`src/rtl/mem_port_arbiter.sv`:
```
// mem_port_arbiter
//   Sequences a single-port unified memory between instruction fetch (IF)
//   and the data-memory stage (MEM). Fixed priority: MEM wins over IF.
//   Each access is IDLE -> ACCESS (MEM_LAT cycles) -> DONE (ack pulse),
//   i.e. MEM_LAT+2 cycles per transaction when back-to-back.
//
//   Optional feature, macro FETCH_STARVE_GUARD_EN:
//     counts consecutive MEM grants made while IF waits; once the count
//     reaches STARVE_MAX the next arbitration goes to IF.
//
// Ports:
//   clk, reset         rising-edge clock, synchronous active-high reset
//   if_req/if_addr     fetch request and address
//   if_ack/if_rdata    fetch completion pulse and registered read data
//   mem_req/mem_rw     data request, 1=read 0=write
//   mem_addr/mem_wdata data address and write data
//   mem_ack/mem_rdata  data completion pulse and registered read data
//   m_en/m_rw/m_addr/m_wdata/m_rdata   memory macro interface
//   stall_if/stall_mem combinational stalls to pipeline control
//   busy               sequencer not idle
module mem_port_arbiter #(
    parameter int DATA_W     = 16,
    parameter int ADDR_W     = 21,
    parameter int MEM_LAT    = 2,
    parameter int STARVE_MAX = 4
) (
    input  logic              clk,
    input  logic              reset,
    input  logic              if_req,
    input  logic [ADDR_W-1:0] if_addr,
    output logic              if_ack,
    output logic [DATA_W-1:0] if_rdata,
    input  logic              mem_req,
    input  logic              mem_rw,
    input  logic [ADDR_W-1:0] mem_addr,
    input  logic [DATA_W-1:0] mem_wdata,
    output logic              mem_ack,
    output logic [DATA_W-1:0] mem_rdata,
    output logic              m_en,
    output logic              m_rw,
    output logic [ADDR_W-1:0] m_addr,
    output logic [DATA_W-1:0] m_wdata,
    input  logic [DATA_W-1:0] m_rdata,
    output logic              stall_if,
    output logic              stall_mem,
    output logic              busy
);

    typedef enum logic [1:0] {IDLE, ACCESS, DONE} state_t;

    localparam int CNT_W = (MEM_LAT > 1) ? $clog2(MEM_LAT) : 1;

    state_t            state, state_nxt;
    logic [CNT_W-1:0]  cnt;
    logic [ADDR_W-1:0] lat_addr;
    logic              lat_rw;
    logic [DATA_W-1:0] lat_wdata;
    logic              owner_mem;   // 1: current access belongs to MEM
    logic              grant_mem;
    logic              any_req;

    assign any_req = if_req | mem_req;

`ifdef FETCH_STARVE_GUARD_EN
    localparam int SC_W = ($clog2(STARVE_MAX + 1) > 3) ? $clog2(STARVE_MAX + 1) : 3;

    logic [SC_W-1:0] starve_cnt;
    logic            if_forced;

    assign if_forced = if_req & (starve_cnt == SC_W'(STARVE_MAX));
    assign grant_mem = mem_req & ~if_forced;

    // Only MEM grants that leave IF waiting advance the count; any IF grant
    // or an arbitration with IF idle restarts it.
    always_ff @(posedge clk) begin
        if (reset) begin
            starve_cnt <= '0;
        end else if (state == IDLE) begin
            if (if_req && grant_mem)
                starve_cnt <= starve_cnt + 1'b1;
            else
                starve_cnt <= '0;
        end
    end
`else
    assign grant_mem = mem_req;
`endif

    always_ff @(posedge clk) begin
        if (reset) begin
            state     <= IDLE;
            cnt       <= '0;
            lat_addr  <= '0;
            lat_rw    <= 1'b0;
            lat_wdata <= '0;
            owner_mem <= 1'b0;
            if_rdata  <= '0;
            mem_rdata <= '0;
        end else begin
            state <= state_nxt;
            case (state)
                IDLE: begin
                    if (any_req) begin
                        owner_mem <= grant_mem;
                        lat_addr  <= grant_mem ? mem_addr  : if_addr;
                        lat_rw    <= grant_mem ? mem_rw    : 1'b1;
                        lat_wdata <= grant_mem ? mem_wdata : '0;
                        cnt       <= CNT_W'(MEM_LAT - 1);
                    end
                end
                ACCESS: begin
                    if (cnt != '0) begin
                        cnt <= cnt - 1'b1;
                    end else if (lat_rw) begin
                        if (owner_mem)
                            mem_rdata <= m_rdata;
                        else
                            if_rdata  <= m_rdata;
                    end
                end
                default: ;
            endcase
        end
    end

    always_comb begin
        state_nxt = state;
        m_en      = 1'b0;
        m_rw      = 1'b0;
        m_addr    = '0;
        m_wdata   = '0;
        if_ack    = 1'b0;
        mem_ack   = 1'b0;
        case (state)
            IDLE: begin
                if (any_req)
                    state_nxt = ACCESS;
            end
            ACCESS: begin
                m_en    = 1'b1;
                m_rw    = lat_rw;
                m_addr  = lat_addr;
                m_wdata = lat_wdata;
                if (cnt == '0)
                    state_nxt = DONE;
            end
            DONE: begin
                if_ack    = ~owner_mem;
                mem_ack   = owner_mem;
                state_nxt = IDLE;
            end
            default: state_nxt = IDLE;
        endcase
    end

    assign stall_if  = if_req  & ~if_ack;
    assign stall_mem = mem_req & ~mem_ack;
    assign busy      = (state != IDLE);

endmodule

```
`config.mk`:
```
export PLATFORM = sky130hd
export DESIGN_NAME = mem_port_arbiter
export DESIGN_NICKNAME = d
export VERILOG_FILES = /design/src/rtl/mem_port_arbiter.sv
export SDC_FILE = /design/constraint.sdc
export NUM_CORES = 1
export LEC_CHECK = 0
export BUFFER_PORTS_ARGS = -buffer_cell sky130_fd_sc_hd__buf_4
export CORE_ASPECT_RATIO = 1.2
export CORE_MARGIN = 10
export CORE_UTILIZATION = 47
export CTS_CLUSTER_SIZE = 40
export DETAILED_ROUTE_END_ITERATION = 8
export GPL_TIMING_DRIVEN = 0
export HOLD_SLACK_MARGIN = 0.05
export PLACE_DENSITY = 0.8
export SLEW_MARGIN = 10
export SYNTH_ARGS = -nofsm -noshare
export SYNTH_HDL_FRONTEND = slang
export SYNTH_SLANG_ARGS = --single-unit
```
`constraint.sdc`:
```
create_clock -name clk -period 1.45 [get_ports clk]
set_input_delay 0.145 -clock clk [delete_from_list [all_inputs] [get_ports clk]]
set_output_delay 0.145 -clock clk [all_outputs]
set_load 0.02 [all_outputs]
```
==> metrics.txt <==
# TYPE chip_impl_metric gauge
chip_impl_metric{name="share_of_cells_above_drive_strength_1",unit="%"} 47.4
chip_impl_info{name="outcome",value="finished, violations left"} 1
chip_impl_metric{name="placeableCoreArea",unit="µm²"} 6940
chip_impl_metric{name="detailroute.wirelength.met2",unit="mm"} 5.68
chip_impl_info{name="timing_worst_setup_path_type",value="reg2out"} 1
chip_impl_info{name="violations",value="negative setup slack"} 1
chip_impl_metric{name="syn-mean-instance-area",unit="µm²"} 9.38
chip_impl_metric{name="drt_first_iter_violations",unit=""} 143
chip_impl_metric{name="detail_route.drc_violations",unit=""} 0
chip_impl_metric{name="post_drt_via_cell_ratio",unit=""} 5.16
chip_impl_metric{name="clk_pin_slew_worst_setup_hold_paths",unit="ns"} 0.08
chip_impl_metric{name="synthesis.area",unit="µm²"} 3390
chip_impl_metric{name="totalPowerFinal",unit="mW"} 5.09
chip_impl_info{name="min-delay-path-class",value="in2reg"} 1
chip_impl_metric{name="setup_viol",unit=""} 39
chip_impl_metric{name="die_y",unit="µm"} 113
chip_impl_metric{name="leakagePower",unit="nW"} 2.47
chip_impl_metric{name="globalRoute.totalOverflow",unit=""} 0
chip_impl_metric{name="post_synth_edffs",unit=""} 0
chip_impl_metric{name="number_of_vias_after_detailed_routing",unit=""} 3278
chip_impl_metric{name="timing_worst_slew_pin_value",unit="ns"} 0.733
chip_impl_metric{name="post-route-min-period",unit="ns"} 1.50
chip_impl_metric{name="hpwl",unit="mm"} 8.27
chip_impl_metric{name="critPathArrivalTime",unit="ns"} 1.36
chip_impl_metric{name="met1Wirelength",unit="mm"} 4.45
chip_impl_metric{name="pins_over_slew_limit",unit=""} 0
chip_impl_metric{name="postRouteWirelength",unit="mm"} 11.3
chip_impl_metric{name="fin_area",unit="µm²"} 5330
chip_impl_metric{name="finalSetupTns",unit="ns"} -1.47
chip_impl_metric{name="synth.distinct_cells",unit=""} 31
chip_impl_metric{name="gp_routability_congestion",unit=""} 0.838
chip_impl_metric{name="final_worst_clock_skew",unit="ns"} 0.00928
chip_impl_metric{name="met3_routed_wirelength",unit="µm"} 988
chip_impl_metric{name="area_growth_syn_to_layout",unit="%"} 57.0
chip_impl_metric{name="insertedDiodeCount",unit=""} 0
chip_impl_metric{name="finalNonFillerCells",unit=""} 635
chip_impl_metric{name="report.final.hold_viol_count",unit=""} 0
chip_impl_metric{name="floorplan.initialDensity",unit="%"} 48.9
chip_impl_metric{name="dieArea",unit="µm²"} 11000
chip_impl_metric{name="timing.hold.worst_path_depth",unit=""} 3
chip_impl_info{name="synth_flop_cell",value="sky130_fd_sc_hd__dfxtp_1"} 1
chip_impl_info{name="cts.root.buffer_cell",value="sky130_fd_sc_hd__clkbuf_8"} 1
chip_impl_metric{name="portBuffers",unit=""} 152
chip_impl_metric{name="grt_usage",unit="%"} 19.1
chip_impl_metric{name="io_pins",unit=""} 155
chip_impl_metric{name="ys_async_sr_fraction",unit="%"} 0
chip_impl_metric{name="cts_made_buffers",unit=""} 9
chip_impl_metric{name="clock_insertion_delay_worst_skew",unit="ns"} 0.35
chip_impl_info{name="setup.worst_path.end_class",value="primary output"} 1
chip_impl_metric{name="yosys_warnings",unit=""} 0
chip_impl_metric{name="num_rows",unit=""} 33
chip_impl_metric{name="dpl_ws",unit="ns"} -0.141
chip_impl_info{name="tritoncts",value="done"} 1
chip_impl_metric{name="max-clock-path-buffers",unit=""} 2
chip_impl_info{name="cp-start-kind",value="register"} 1
chip_impl_info{name="highest-signal-layer",value="met4"} 1
chip_impl_metric{name="synth_sequential_area_ratio",unit="%"} 43.6
chip_impl_metric{name="timing.fmax",unit="MHz"} 664
chip_impl_metric{name="drt-pass1-iter-count",unit=""} 4
chip_impl_metric{name="dp_cells",unit=""} 601
chip_impl_info{name="grt_setup_unrepaired",value="true"} 1
chip_impl_metric{name="max-vdd-ir-drop",unit="mV"} 0.608
chip_impl_metric{name="syn_nets",unit=""} 441
chip_impl_metric{name="power_density",unit="nW/µm²"} 955
chip_impl_metric{name="postLayoutSetupSlackWorst",unit="ns"} -0.0549
chip_impl_metric{name="final.fill_count",unit=""} 495
chip_impl_metric{name="final_net_count",unit=""} 622
chip_impl_metric{name="ys_seq_elements",unit=""} 74
chip_impl_metric{name="drtAntennaViolNets",unit=""} 0
chip_impl_metric{name="cap_violations",unit=""} 0
chip_impl_metric{name="critical_path_peak_fanout",unit=""} 6
chip_impl_metric{name="synthCells",unit=""} 362
chip_impl_metric{name="max-slew-margin-rel",unit="%"} 51.1
chip_impl_metric{name="grt_max_degree",unit=""} 20
chip_impl_metric{name="clkSinkCount",unit=""} 74
chip_impl_metric{name="ff2ff_path_depth",unit=""} 6
chip_impl_metric{name="placement.cell_area",unit="µm²"} 4650
chip_impl_metric{name="antenna_found_initial",unit=""} 0
chip_impl_metric{name="route.detailed.wl_per_inst",unit="µm"} 17.8
chip_impl_metric{name="global_route_wire_length_before_repair",unit="mm"} 17.7
chip_impl_metric{name="grt_pass1_vias",unit=""} 3541
chip_impl_metric{name="cts_max_level",unit=""} 3
chip_impl_metric{name="finalCritPeriodShare",unit="%"} 104
chip_impl_metric{name="finish.utilization",unit="%"} 76.8
chip_impl_metric{name="cp.required",unit="ns"} 1.31
chip_impl_metric{name="hold_ws",unit="ns"} 0.0457
chip_impl_metric{name="dieWidth",unit="µm"} 97.6
[routing by layer]
layer | GRT usage, % | vias up
met3 | 7.36 | 22
met5 | 0 | -
li1 | - | 1604
met4 | 6.02 | 0
met1 | 20.7 | 1522
met2 | 33.7 | 130
[synthesized netlist by cell type (2+ instances only)]
master	count	area [µm²]
sky130_fd_sc_hd__a21oi_1	40	200
sky130_fd_sc_hd__a211oi_2	20	250
sky130_fd_sc_hd__buf_6	5	56.3
sky130_fd_sc_hd__mux2i_1	53	531
sky130_fd_sc_hd__o21ai_0	16	80.1
sky130_fd_sc_hd__nand2_1	68	255
sky130_fd_sc_hd__buf_2	10	50.1
sky130_fd_sc_hd__nor2_4	3	33.8
sky130_fd_sc_hd__and2_1	38	238
sky130_fd_sc_hd__inv_2	2	7.51
sky130_fd_sc_hd__dfxtp_1	74	1480
sky130_fd_sc_hd__buf_4	3	22.5
sky130_fd_sc_hd__clkbuf_1	11	41.3
sky130_fd_sc_hd__inv_1	2	7.51
[worst max-delay path, cell delays in order (launching register included)]
cell and delay (ns):
sky130_fd_sc_hd__dfxtp_4 0.35, sky130_fd_sc_hd__nand2b_4 0.16, sky130_fd_sc_hd__inv_8 0.10, sky130_fd_sc_hd__clkbuf_16 0.15, sky130_fd_sc_hd__and2_4 0.14, sky130_fd_sc_hd__buf_6 0.11
[worst paths after layout]
kind                 start             to  slack [ns]
max               state[1]      m_addr[4]       -0.05
min          mem_wdata[12]  lat_wdata[12]        0.05
max reg2reg       state[1]    lat_addr[4]        0.05
min reg2reg    if_rdata[6]    if_rdata[6]        0.46
[timing repair]
action	CTS	global route
hold endpoints to repair	6	2
endpoints found under the setup margin	43	62
gates cloned	0	2
setup buffers	9	1
pin swaps	2	10
hold buffers	6	2
resized for setup	69	28
[cell type report]
type	instances	area [µm²]	share of cell area [%]
inverters	4	25.0	0.469
flip-flops and latches	74	1490	27.9
clock inverters	5	55.1	1.03
multi-input cells	254	1820	34.1
well taps	87	109	2.04
clock buffers	11	131	2.46
repair buffers	172	1490	28.0
plain buffers	28	210	3.94
[cell usage in the layout (no fill, tap or decap), types with 2 or more instances in the layout]
cell type,netlist,routed
sky130_fd_sc_hd__buf_4,3,126
sky130_fd_sc_hd__dfxtp_1,74,72
sky130_fd_sc_hd__nand2_1,68,68
sky130_fd_sc_hd__mux2i_1,53,53
sky130_fd_sc_hd__buf_6,5,44
sky130_fd_sc_hd__a21oi_1,40,40
sky130_fd_sc_hd__and2_4,0,29
sky130_fd_sc_hd__a211oi_2,20,20
sky130_fd_sc_hd__o21ai_0,16,16
sky130_fd_sc_hd__clkbuf_1,11,11
sky130_fd_sc_hd__and2_1,38,9
sky130_fd_sc_hd__clkbuf_8,0,9
sky130_fd_sc_hd__dlygate4sd3_1,0,8
sky130_fd_sc_hd__buf_2,10,6
sky130_fd_sc_hd__buf_8,0,4
sky130_fd_sc_hd__nor2_4,3,4
sky130_fd_sc_hd__nor3b_4,1,2
sky130_fd_sc_hd__inv_1,2,2
sky130_fd_sc_hd__clkinv_2,0,2
sky130_fd_sc_hd__clkinvlp_4,0,2
sky130_fd_sc_hd__clkbuf_16,0,2
sky130_fd_sc_hd__dfxtp_4,0,2
[flip-flops by register name, summed over array words and instances, names as in the netlist]
register and count:
cnt 1, if_rdata 16, lat_addr 21, lat_rw 1, lat_wdata 16, mem_rdata 16
owner_mem 1, state 2
[power by group]
part           switching, mW  internal [mW]
sequential            0.0856           2.17
clock                  0.745          0.790
combinational          0.646          0.658
total                   1.48           3.61
[kinds of logic after synthesis]
group,share of synthesized area (%)
DFF,43.6
muxes,15.6
buffers and inverters,5.68
and+or+nand+nor,18.7
AOI/OAI and AO/OA,16.3
(Power assumes the default switching activity.)
